**src/rtl/fetch_pkg.sv**
```systemverilog
// Types and constants shared by the fetch prefetcher, its bus interface and the bench.
package fetch_pkg;

    localparam int FetchXLen  = 32;
    localparam int InstrBytes = 4;

    typedef struct packed {
        logic [FetchXLen-1:0] pc;
        logic [31:0]          instr;
    } fetch_entry_t;

    typedef enum logic [0:0] {
        ST_IDLE = 1'b0,
        ST_RUN  = 1'b1
    } fetch_state_e;

endpackage

```
**src/rtl/fetch_prefetcher_if.sv**
```systemverilog
// Memory request/response bus plus the write/pop/flush side of the downstream fetch FIFO.
interface fetch_prefetcher_if import fetch_pkg::*; #(
    parameter int XLen = FetchXLen
) ();

    logic               req_valid;
    logic               req_ready;
    logic [XLen-1:0]    req_addr;
    logic               rsp_valid;
    logic [31:0]        rsp_data;
    logic               fifo_we;
    fetch_entry_t       fifo_w_data;
    logic               fifo_pop;
    logic               flush;

    modport master (
        output req_valid, req_addr, fifo_we, fifo_w_data, flush,
        input  req_ready, rsp_valid, rsp_data, fifo_pop
    );

    modport slave (
        input  req_valid, req_addr, fifo_we, fifo_w_data, flush,
        output req_ready, rsp_valid, rsp_data, fifo_pop
    );

endinterface

```
**src/rtl/fetch_prefetcher_counter.sv**
```systemverilog
// Up/down counter with a synchronous load that takes priority over counting.
module fetch_prefetcher_counter #(
    parameter int Width = 4
) (
    input  logic             clk,
    input  logic             i_load,
    input  logic [Width-1:0] i_load_val,
    input  logic             i_up,
    input  logic             i_down,
    output logic [Width-1:0] o_count
);

    logic [Width-1:0] r_count;

    always_ff @(posedge clk) begin
        if (i_load) begin
            r_count <= i_load_val;
        end else begin
            r_count <= r_count + Width'(i_up) - Width'(i_down);
        end
    end

    assign o_count = r_count;

endmodule

```
**src/rtl/fetch_prefetcher.sv**
```systemverilog
// Sequential instruction prefetcher: issues fetches against reserved FIFO credits,
// writes in-order responses tagged with their PC, and squashes stale traffic on redirect.
module fetch_prefetcher import fetch_pkg::*; #(
    parameter int              XLen           = FetchXLen,
    parameter logic [XLen-1:0] ResetPc        = XLen'(0),
    parameter int              LogDepth       = 4,
    parameter int              MaxOutstanding = 4
) (
    input  logic                 clk,
    input  logic                 rst,
    input  logic                 enable,
    input  logic                 redirect,
    input  logic [XLen-1:0]      redirect_pc,
    fetch_prefetcher_if.master   bus,
    output logic                 busy
);

    localparam int                CreditW   = LogDepth + 1;
    localparam int                OutW      = $clog2(MaxOutstanding) + 1;
    localparam logic [CreditW-1:0] CreditMax = CreditW'(2 ** LogDepth);
    localparam logic [OutW-1:0]    OutMax    = OutW'(MaxOutstanding);

    fetch_state_e      r_state;
    fetch_state_e      w_state_next;
    logic [XLen-1:0]   r_req_pc;
    logic [XLen-1:0]   r_rsp_pc;
    logic [CreditW-1:0] w_credits;
    logic [OutW-1:0]   w_outstanding;
    logic [OutW-1:0]   w_drop_cnt;
    logic [OutW-1:0]   w_drop_load_val;
    logic              w_req_valid;
    logic              w_fire;
    logic              w_drop;
    logic              w_write;
    logic              w_pop;
    logic              w_rsp;
    fetch_entry_t      w_entry;

    always_ff @(posedge clk) begin
        if (!rst) begin
            r_state <= ST_IDLE;
        end else begin
            r_state <= w_state_next;
        end
    end

    always_comb begin
        w_state_next = r_state;
        w_req_valid  = 1'b0;
        case (r_state)
            ST_IDLE: begin
                if (enable) begin
                    w_state_next = ST_RUN;
                end
            end
            ST_RUN: begin
                w_req_valid = enable && !redirect && (w_credits != '0) &&
                              (w_outstanding != OutMax);
            end
            default: w_state_next = ST_IDLE;
        endcase
        if (!rst) begin
            w_req_valid = 1'b0;
        end
    end

    assign w_fire  = w_req_valid && bus.req_ready;
    assign w_rsp   = rst && bus.rsp_valid;
    assign w_drop  = w_rsp && (redirect || (w_drop_cnt != '0));
    assign w_write = w_rsp && !redirect && (w_drop_cnt == '0);
    assign w_pop   = rst && bus.fifo_pop;

    always_ff @(posedge clk) begin
        if (!rst) begin
            r_req_pc <= ResetPc;
            r_rsp_pc <= ResetPc;
        end else if (redirect) begin
            r_req_pc <= redirect_pc;
            r_rsp_pc <= redirect_pc;
        end else begin
            if (w_fire) begin
                r_req_pc <= r_req_pc + XLen'(InstrBytes);
            end
            if (w_write) begin
                r_rsp_pc <= r_rsp_pc + XLen'(InstrBytes);
            end
        end
    end

    // The redirect reload frees every reserved slot at once, so responses squashed
    // afterwards have nothing left to return to the credit pool.
    fetch_prefetcher_counter #(.Width(CreditW)) u_credits (
        .clk        (clk),
        .i_load     (!rst || redirect),
        .i_load_val (CreditMax),
        .i_up       (w_pop),
        .i_down     (w_fire),
        .o_count    (w_credits)
    );

    fetch_prefetcher_counter #(.Width(OutW)) u_outstanding (
        .clk        (clk),
        .i_load     (!rst),
        .i_load_val ('0),
        .i_up       (w_fire),
        .i_down     (w_rsp),
        .o_count    (w_outstanding)
    );

    assign w_drop_load_val = rst ? (w_outstanding - OutW'(bus.rsp_valid)) : '0;

    fetch_prefetcher_counter #(.Width(OutW)) u_drop_cnt (
        .clk        (clk),
        .i_load     (!rst || redirect),
        .i_load_val (w_drop_load_val),
        .i_up       (1'b0),
        .i_down     (w_drop),
        .o_count    (w_drop_cnt)
    );

    always_ff @(posedge clk) begin
        if (rst && bus.rsp_valid) begin
            assert (w_outstanding != '0);
        end
    end

    assign w_entry.pc    = r_rsp_pc;
    assign w_entry.instr = bus.rsp_data;

    assign bus.req_valid   = w_req_valid;
    assign bus.req_addr    = rst ? r_req_pc : ResetPc;
    assign bus.fifo_we     = w_write;
    assign bus.fifo_w_data = rst ? w_entry : '0;
    assign bus.flush       = rst && redirect;
    assign busy            = rst && (w_outstanding != '0);

endmodule

```
**src/flat_wrapper.sv**
```systemverilog
// flat-port wrapper written by rule: the top's interface ports become plain ports
module fetch_prefetcher_flat import fetch_pkg::*;
#(
    parameter int              XLen           = FetchXLen,
    parameter logic [XLen-1:0] ResetPc        = XLen'(0),
    parameter int              LogDepth       = 4,
    parameter int              MaxOutstanding = 4
)
  (clk, rst, enable, redirect, redirect_pc, busy, bus_req_valid, bus_req_addr, bus_fifo_we, bus_fifo_w_data, bus_flush, bus_req_ready, bus_rsp_valid, bus_rsp_data, bus_fifo_pop);
  fetch_prefetcher_if #(.XLen(XLen)) bus_i ();
  input  logic clk;
  input  logic rst;
  input  logic enable;
  input  logic redirect;
  input  logic [XLen-1:0] redirect_pc;
  output logic busy;
  output wire logic [$bits(bus_i.req_valid)-1:0] bus_req_valid;
  output wire logic [$bits(bus_i.req_addr)-1:0] bus_req_addr;
  output wire logic [$bits(bus_i.fifo_we)-1:0] bus_fifo_we;
  output wire logic [$bits(bus_i.fifo_w_data)-1:0] bus_fifo_w_data;
  output wire logic [$bits(bus_i.flush)-1:0] bus_flush;
  input wire logic [$bits(bus_i.req_ready)-1:0] bus_req_ready;
  input wire logic [$bits(bus_i.rsp_valid)-1:0] bus_rsp_valid;
  input wire logic [$bits(bus_i.rsp_data)-1:0] bus_rsp_data;
  input wire logic [$bits(bus_i.fifo_pop)-1:0] bus_fifo_pop;
  assign bus_req_valid = bus_i.req_valid;
  assign bus_req_addr = bus_i.req_addr;
  assign bus_fifo_we = bus_i.fifo_we;
  assign bus_fifo_w_data = bus_i.fifo_w_data;
  assign bus_flush = bus_i.flush;
  assign bus_i.req_ready = bus_req_ready;
  assign bus_i.rsp_valid = bus_rsp_valid;
  assign bus_i.rsp_data = bus_rsp_data;
  assign bus_i.fifo_pop = bus_fifo_pop;
  fetch_prefetcher #(.XLen(XLen), .ResetPc(ResetPc), .LogDepth(LogDepth), .MaxOutstanding(MaxOutstanding)) u_core (.clk(clk), .rst(rst), .enable(enable), .redirect(redirect), .redirect_pc(redirect_pc), .bus(bus_i), .busy(busy));
endmodule
```
**config.mk**
```make
export PLATFORM = sky130hd
export DESIGN_NAME = fetch_prefetcher_flat
export DESIGN_NICKNAME = d
export VERILOG_FILES = /design/src/rtl/fetch_pkg.sv /design/src/rtl/fetch_prefetcher_if.sv /design/src/rtl/fetch_prefetcher_counter.sv /design/src/rtl/fetch_prefetcher.sv /design/src/flat_wrapper.sv
export SDC_FILE = /design/constraint.sdc
export NUM_CORES = 1
export LEC_CHECK = 0
export ABC_CLOCK_PERIOD_IN_PS = 3500
export BUFFER_PORTS_ARGS = -buffer_cell sky130_fd_sc_hd__buf_2
export CELL_PAD_IN_SITES_DETAIL_PLACEMENT = 0
export CELL_PAD_IN_SITES_GLOBAL_PLACEMENT = 2
export CORE_MARGIN = 2
export CORE_UTILIZATION = 27
export CTS_CLUSTER_SIZE = 12
export DETAILED_ROUTE_END_ITERATION = 16
export PLACE_DENSITY_LB_ADDON = 0.1
export SLEW_MARGIN = 5
export SYNTH_ARGS = -nofsm -noshare
export SYNTH_HDL_FRONTEND = slang
export SYNTH_SLANG_ARGS = --single-unit
```
**constraint.sdc**
```tcl
create_clock -name clk -period 3.5 [get_ports clk]
set_input_delay 0 -clock clk [delete_from_list [all_inputs] [get_ports clk]]
set_output_delay 0 -clock clk [all_outputs]
set_load 0.01 [all_outputs]
```
==> flow_metrics.tcl, run 1 <==
set metrics [dict create \
    yosysMostFrequentCell "and2_1" \
    grt_pass1_vias 4871 \
    worst_ir_drop_vdd_v 0.000246 \
    synth_enable_flop_cells 0 \
    flow.area_growth_from_synthesis_pct 34.6 \
    grt_met3_usage_pct 3.59 \
    power_density_nw_per_um2 366 \
    grt.overflow.total 0 \
    violations "negative hold slack" \
    timing_hold_violations_final 1 \
    drive_gt1_share_pct 25.5 \
    cts_repair_resize_count 0 \
    drtAntennaViolNets 0 \
    critPathArrivalTime_ns 3.04 \
    totalNegativeSetupSlack_ns 0 \
    design.portCount 171 \
    ctsRootBufferMaster "clkbuf_16" \
    maxSlewViolCount 0 \
    synth_common_cells "93 x and2_1, 76 x dfxtp_1, 55 x nand2_1, 44 x nor2_1, 42 x a21oi_1" \
    postCtsSetupBuffers 0 \
    core_region_area_um2 17300 \
    report.power.total_mw 2.35 \
    yosys-top-cells-area "dfxtp_1 32%, and2_1 12%, xor2_1 4.8%" \
    synth_area_leader_cell "dfxtp_1" \
    synth.net_count 703 \
    synth.avg_cell_area_um2 7.73 \
    vias 5056 \
    status "finished with violations" \
    ctsHtreeMaxLevel 3 \
    power.combinational.fraction_pct 17.3 \
    die-width_um 137 \
    synthDistinctLibCells 57 \
    final_net_count 887 \
    holdCritPathClass "in -> reg" \
    buffer_ports.inserted 170 \
    clock-sinks 76 \
    routedWlPerCell_um 16.0 \
    globalRouteTotalUtil_pct 17.7 \
    grtUsageMet1_pct 24.1 \
    drc_viols 0 \
    path_max_fanout 4 \
    critical_path.endpoint_type "flop" \
    drt_first_iter_violations 190 \
    synth_top_flop_cell "dfxtp_1" \
    antenna_found_initial 0 \
    netlist_area_um2 4760 \
    diodes_inserted 0 \
    cell_count_after_synthesis 616 \
    power_report.internal_total_mw 1.67 \
    worst_skew_pair.late_latency_ns 0.35 \
    synth.ff_latch_count 76 \
    final.fill_count 1816 \
    floorplan.initialDensity_pct 27.5 \
    finalSetupViolations 0 \
    cts.clk_slew.worst_paths_ns 0.07 \
    die_area_um2 18700 \
    ys_warn_count 0 \
    global_route.peak_usage_layer "met2" \
    proportion_of_synthesized_flip_flops_having_asynchronous_set_or_reset_pct 0 \
    final_min_period_over_clock_period_pct 80.3 \
    post_drt_via_cell_ratio 4.91 \
    groute.layer.met2.usage_pct 29.2 \
    power.share.switching_pct 28.8 \
    max-slew-margin-rel_pct 49.3 \
    num_rows 48 \
    max_cap_violations 0 \
    share_seq_of_total_power_pct 42.4 \
    rsz0062_at_grt "false" \
    cts_buffers 9 \
    cellLeakagePower_nw 2.93 \
    critPathRequiredTime_ns 3.73 \
    place_congestion 0.771 \
    crit_start_category "flop" \
    routed_wl_um 16500 \
    net-switching-power_uw 677 \
    cts_tree "yes" \
    dp_hpwl_um 11800 \
    grt_start_max_net_pins 67 \
    synth_seq_area_share_pct 31.9 \
    worst_clock_skew_ns 0.00828 \
    hold-worst-slack_ns -0.00734 \
    clkPwrFrac_pct 40.3 \
    worstMarginPinSlew_ns 0.757 \
    critPathKind "reg -> reg" \
    drt-pass1-iter-count 4 \
    fmaxAchievable_mhz 356 \
    die_height_um 137 \
    global_route_wire_length_before_repair_um 25700 \
    period_needed_ns 2.81 \
    synthDominantCellAreaShare_pct 31.9 \
    clk_path_buf_depth 2 \
]
worst paths after layout:
check | slack (ns) | cells after the start | startpoint | to
setup / recovery | 0.69 | 14 | u_core.u_credits.o_count[2] | u_core.u_credits.o_count[4]
hold / removal | -0.007 | 3 | redirect_pc[30] | u_core.r_req_pc[30]
setup reg to reg | 0.69 | 14 | u_core.u_credits.o_count[2] | u_core.u_credits.o_count[4]
hold reg to reg | 0.45 | 2 | u_core.r_req_pc[0] | u_core.r_req_pc[0]
logic make-up after synthesis:
| logic type | share of synthesized area (%) |
|---|---|
| fa+ha+maj | 4.52 |
| xor+xnor | 6.80 |
| mux | 2.00 |
| buf+inv | 5.65 |
| simple gates | 33.7 |
| compound gates | 15.4 |
| flops | 31.9 |
critical path, cell delays in order (launching register included):
cell and delay (ns):
dfxtp_1 0.34, inv_1 0.06, ha_1 0.18, nor4b_1 0.15
or4_1 0.60, inv_2 0.09, ha_1 0.11, inv_1 0.04
ha_1 0.21, fa_1 0.41, a21oi_1 0.14, nor2_1 0.05
nor2_1 0.10, xnor2_1 0.12, nand2_1 0.06
sequential cells by signal (all words and copies together), names as in the netlist:
register and cells:
u_core.u_outstanding.o_count 3, u_core.r_rsp_pc 32, u_core.r_state 1, u_core.u_credits.o_count 5, u_core.u_drop_cnt.o_count 3, u_core.r_req_pc 32
per-layer routing:
layer	part of all wire (%)	routed length, um
met4	0.78	129
met3	5.2	850
met2	47	7670
met5	0	0
met1	48	7830
power by group through the flow:
stage	Clock [mW]	Combinational, mW	Sequential (mW)
after CTS	0.979	0.412	0.995
after global placement	0	0.384	1.01
after floorplan	0	0.237	0.993
final	0.948	0.406	0.996
after detailed placement	0	0.386	1.01
after global routing	1.01	0.457	1.01
cell type report:
class                           instances  area, um2  share of cell area [%]
Timing Repair Buffer                  212       1240                    19.3
Inverter                               26       97.6                    1.52
Tap cell                              225        282                    4.39
Sequential cell                        76       1520                    23.7
Clock inverter                          6       65.1                    1.01
Multi-Input combinational cell        475       2980                    46.5
Clock buffer                           10        229                    3.57
cell usage in the layout (no fill, tap or decap), types with 23 or more instances in the layout:
master	Yosys	routed
xor2_1	26	26
o21ai_0	35	35
and2_1	93	93
dlygate4sd3_1	0	28
buf_2	5	169
nand4_1	28	28
nor2_1	44	44
inv_1	23	23
dfxtp_1	76	76
a21oi_1	42	42
nand2_1	55	55
repair_timing:
item / in CTS / in global routing
hold buffers: 28 / 0
setup endpoints to repair: 0 / 0
endpoints found under the hold margin: 47 / 0
per-stage QoR:
step / setup slack [ns] / cells / cell area [um2] / util (%)
after CTS: 0.644 / 1030 / 6410 / 37.1
final: 0.688 / 1030 / 6410 / 37.1
after floorplan: 0.451 / 616 / 4760 / -
after detailed placement: 0.660 / 986 / 5840 / 33.8
after global placement: 0.723 / 986 / 5840 / 33.8
after global routing: 0.507 / 1030 / 6410 / 37.1
(Power assumes the default switching activity.)
==> inputs of run 2 (changes only) <==
ABC_CLOCK_PERIOD_IN_PS = 2900   (was 3500)
clock period = 2.9 ns   (was 3.5 ns; I/O delays follow)
==> flow_metrics.tcl, run 2 (same netlist as run 1, synthesis figures left out) <==
set metrics [dict create \
    status "completed" \
    core_region_area_um2 17300 \
    ctsHoldBuffers 30 \
    rsz0062_at_grt "false" \
    worstMarginPinSlew_ns 0.698 \
    die_height_um 137 \
    timing_hold_violations_final 0 \
    num_rows 48 \
    crit_path_top_delay_cell "or4_1" \
    die-width_um 137 \
    cp_common_cell "ha_1" \
    most_frequent_cells_in_the_layout "169 x buf_2, 93 x and2_1, 76 x dfxtp_1, 55 x nand2_1, 44 x nor2_1" \
    period_needed_ns 2.66 \
    design.portCount 171 \
    postCtsSetupBuffers 0 \
    path_max_fanout 3 \
    cp_top_delay_family "adder cells" \
    die_area_um2 18700 \
    critPathArrivalTime_ns 2.88 \
    most_common_library_cell_in_the_layout_ignoring_fill_and_taps "buf_2" \
    worst_skew_pair.late_latency_ns 0.35 \
    floorplan.initialDensity_pct 27.5 \
    final.fill_count 1877 \
    flow.area_growth_from_synthesis_pct 35.5 \
    crit_path_cell_trace "inv_1, ha_1, nor4b_1, or4_1, inv_2, ha_1, inv_1, ha_1, fa_2, a21oi_1, nor2_1, nor2_1, xnor2_1, nand2_1" \
    routed_wl_um 16500 \
    cts_buffers 9 \
    fmaxAchievable_mhz 376 \
    dp_hpwl_um 12000 \
    routedWlPerCell_um 15.9 \
    place_congestion 0.738 \
    worst_ir_drop_vdd_v 0.000284 \
    max_stage_delay_ns 0.46 \
    grt_pass1_vias 5021 \
    clk_path_buf_depth 2 \
    drt-pass1-iter-count 4 \
    report.power.total_mw 2.80 \
    drtAntennaViolNets 0 \
    cts_tree "yes" \
    drt_first_iter_violations 221 \
    cts.clk_slew.worst_paths_ns 0.06 \
    drc_viols 0 \
    antenna_found_initial 0 \
    vias 5012 \
    power_density_nw_per_um2 433 \
    maxSlewViolCount 0 \
    crit_start_category "flop" \
    totalNegativeSetupSlack_ns 0 \
    post_drt_via_cell_ratio 4.84 \
    final_min_period_over_clock_period_pct 91.8 \
    max_cap_violations 0 \
    globalRouteTotalUtil_pct 17.9 \
    max-slew-margin-rel_pct 53.5 \
    global_route_wire_length_before_repair_um 26200 \
    worst_clock_skew_ns 0.00741 \
    holdCritPathClass "in -> reg" \
    crit_buf_inv 3 \
    ctsRootBufferMaster "clkbuf_16" \
    grt.overflow.total 0 \
    final_net_count 893 \
    grt_start_max_net_pins 80 \
    critical_path.endpoint_type "flop" \
    ctsHtreeMaxLevel 3 \
    clock-sinks 76 \
    critPathRequiredTime_ns 3.12 \
    critPathKind "reg -> reg" \
    diodes_inserted 0 \
    cellLeakagePower_nw 2.96 \
    cts_repair_resize_count 0 \
    drive_gt1_share_pct 25.6 \
    buffer_ports.inserted 170 \
    finalSetupViolations 0 \
]
==> run 2: path summary, 6_finish.rpt <==
path | from | endpoint | slack, ns | depth (start not counted)
hold reg to reg | u_core.r_req_pc[0] | u_core.r_req_pc[0] | 0.45 | 2
setup / recovery | u_core.u_credits.o_count[2] | u_core.u_credits.o_count[4] | 0.24 | 14
hold / removal | rst | u_core.u_credits.o_count[2] | 0.005 | 3
setup reg to reg | u_core.u_credits.o_count[2] | u_core.u_credits.o_count[4] | 0.24 | 14
==> run 2: tightest hold or removal path: stages <==
cell	delay (ns)
buf_4	0.11
nand2b_4	0.10
nor2_1	0.11
==> run 2: layout make-up <==
cell class / count / area (um2) / area share [%]
clock buffer: 15 / 278 / 4.30
clock inverter: 1 / 5.00 / 0.0775
inverter: 26 / 97.6 / 1.51
multi-input combinational: 475 / 2980 / 46.2
sequential: 76 / 1520 / 23.6
tap: 225 / 282 / 4.36
timing repair buffer: 218 / 1290 / 20.0
==> run 2: metrics by stage <==
stage                     hold WS [ns]  std cells  utilization, %  setup slack, ns  instance area [um2]
after floorplan                  0.101        616               -           0.0972                 4780
after global placement           0.233        990            33.9            0.303                 5870
after detailed placement         0.237        990            33.9            0.224                 5870
after CTS                      0.00750       1036            37.3            0.206                 6450
after global routing            0.0369       1036            37.3           0.0625                 6450
final                          0.00463       1036            37.3            0.239                 6450
==> run 2: where the power goes <==
group	switching [mW]	leakage [nW]	internal, mW	total [mW]
sequential	0.0836	0.628	1.12	1.20
clock	0.451	0.140	0.650	1.10
combinational	0.257	2.19	0.238	0.495
==> run 2: metal layers <==
layer | vias to the layer above | routed length, um | track usage (%)
li1 | 2535 | - | -
met1 | 2315 | 7690 | 23.7
met2 | 144 | 7710 | 30.0
met3 | 18 | 823 | 2.85
met4 | 0 | 236 | 4.87
met5 | - | 0 | 0
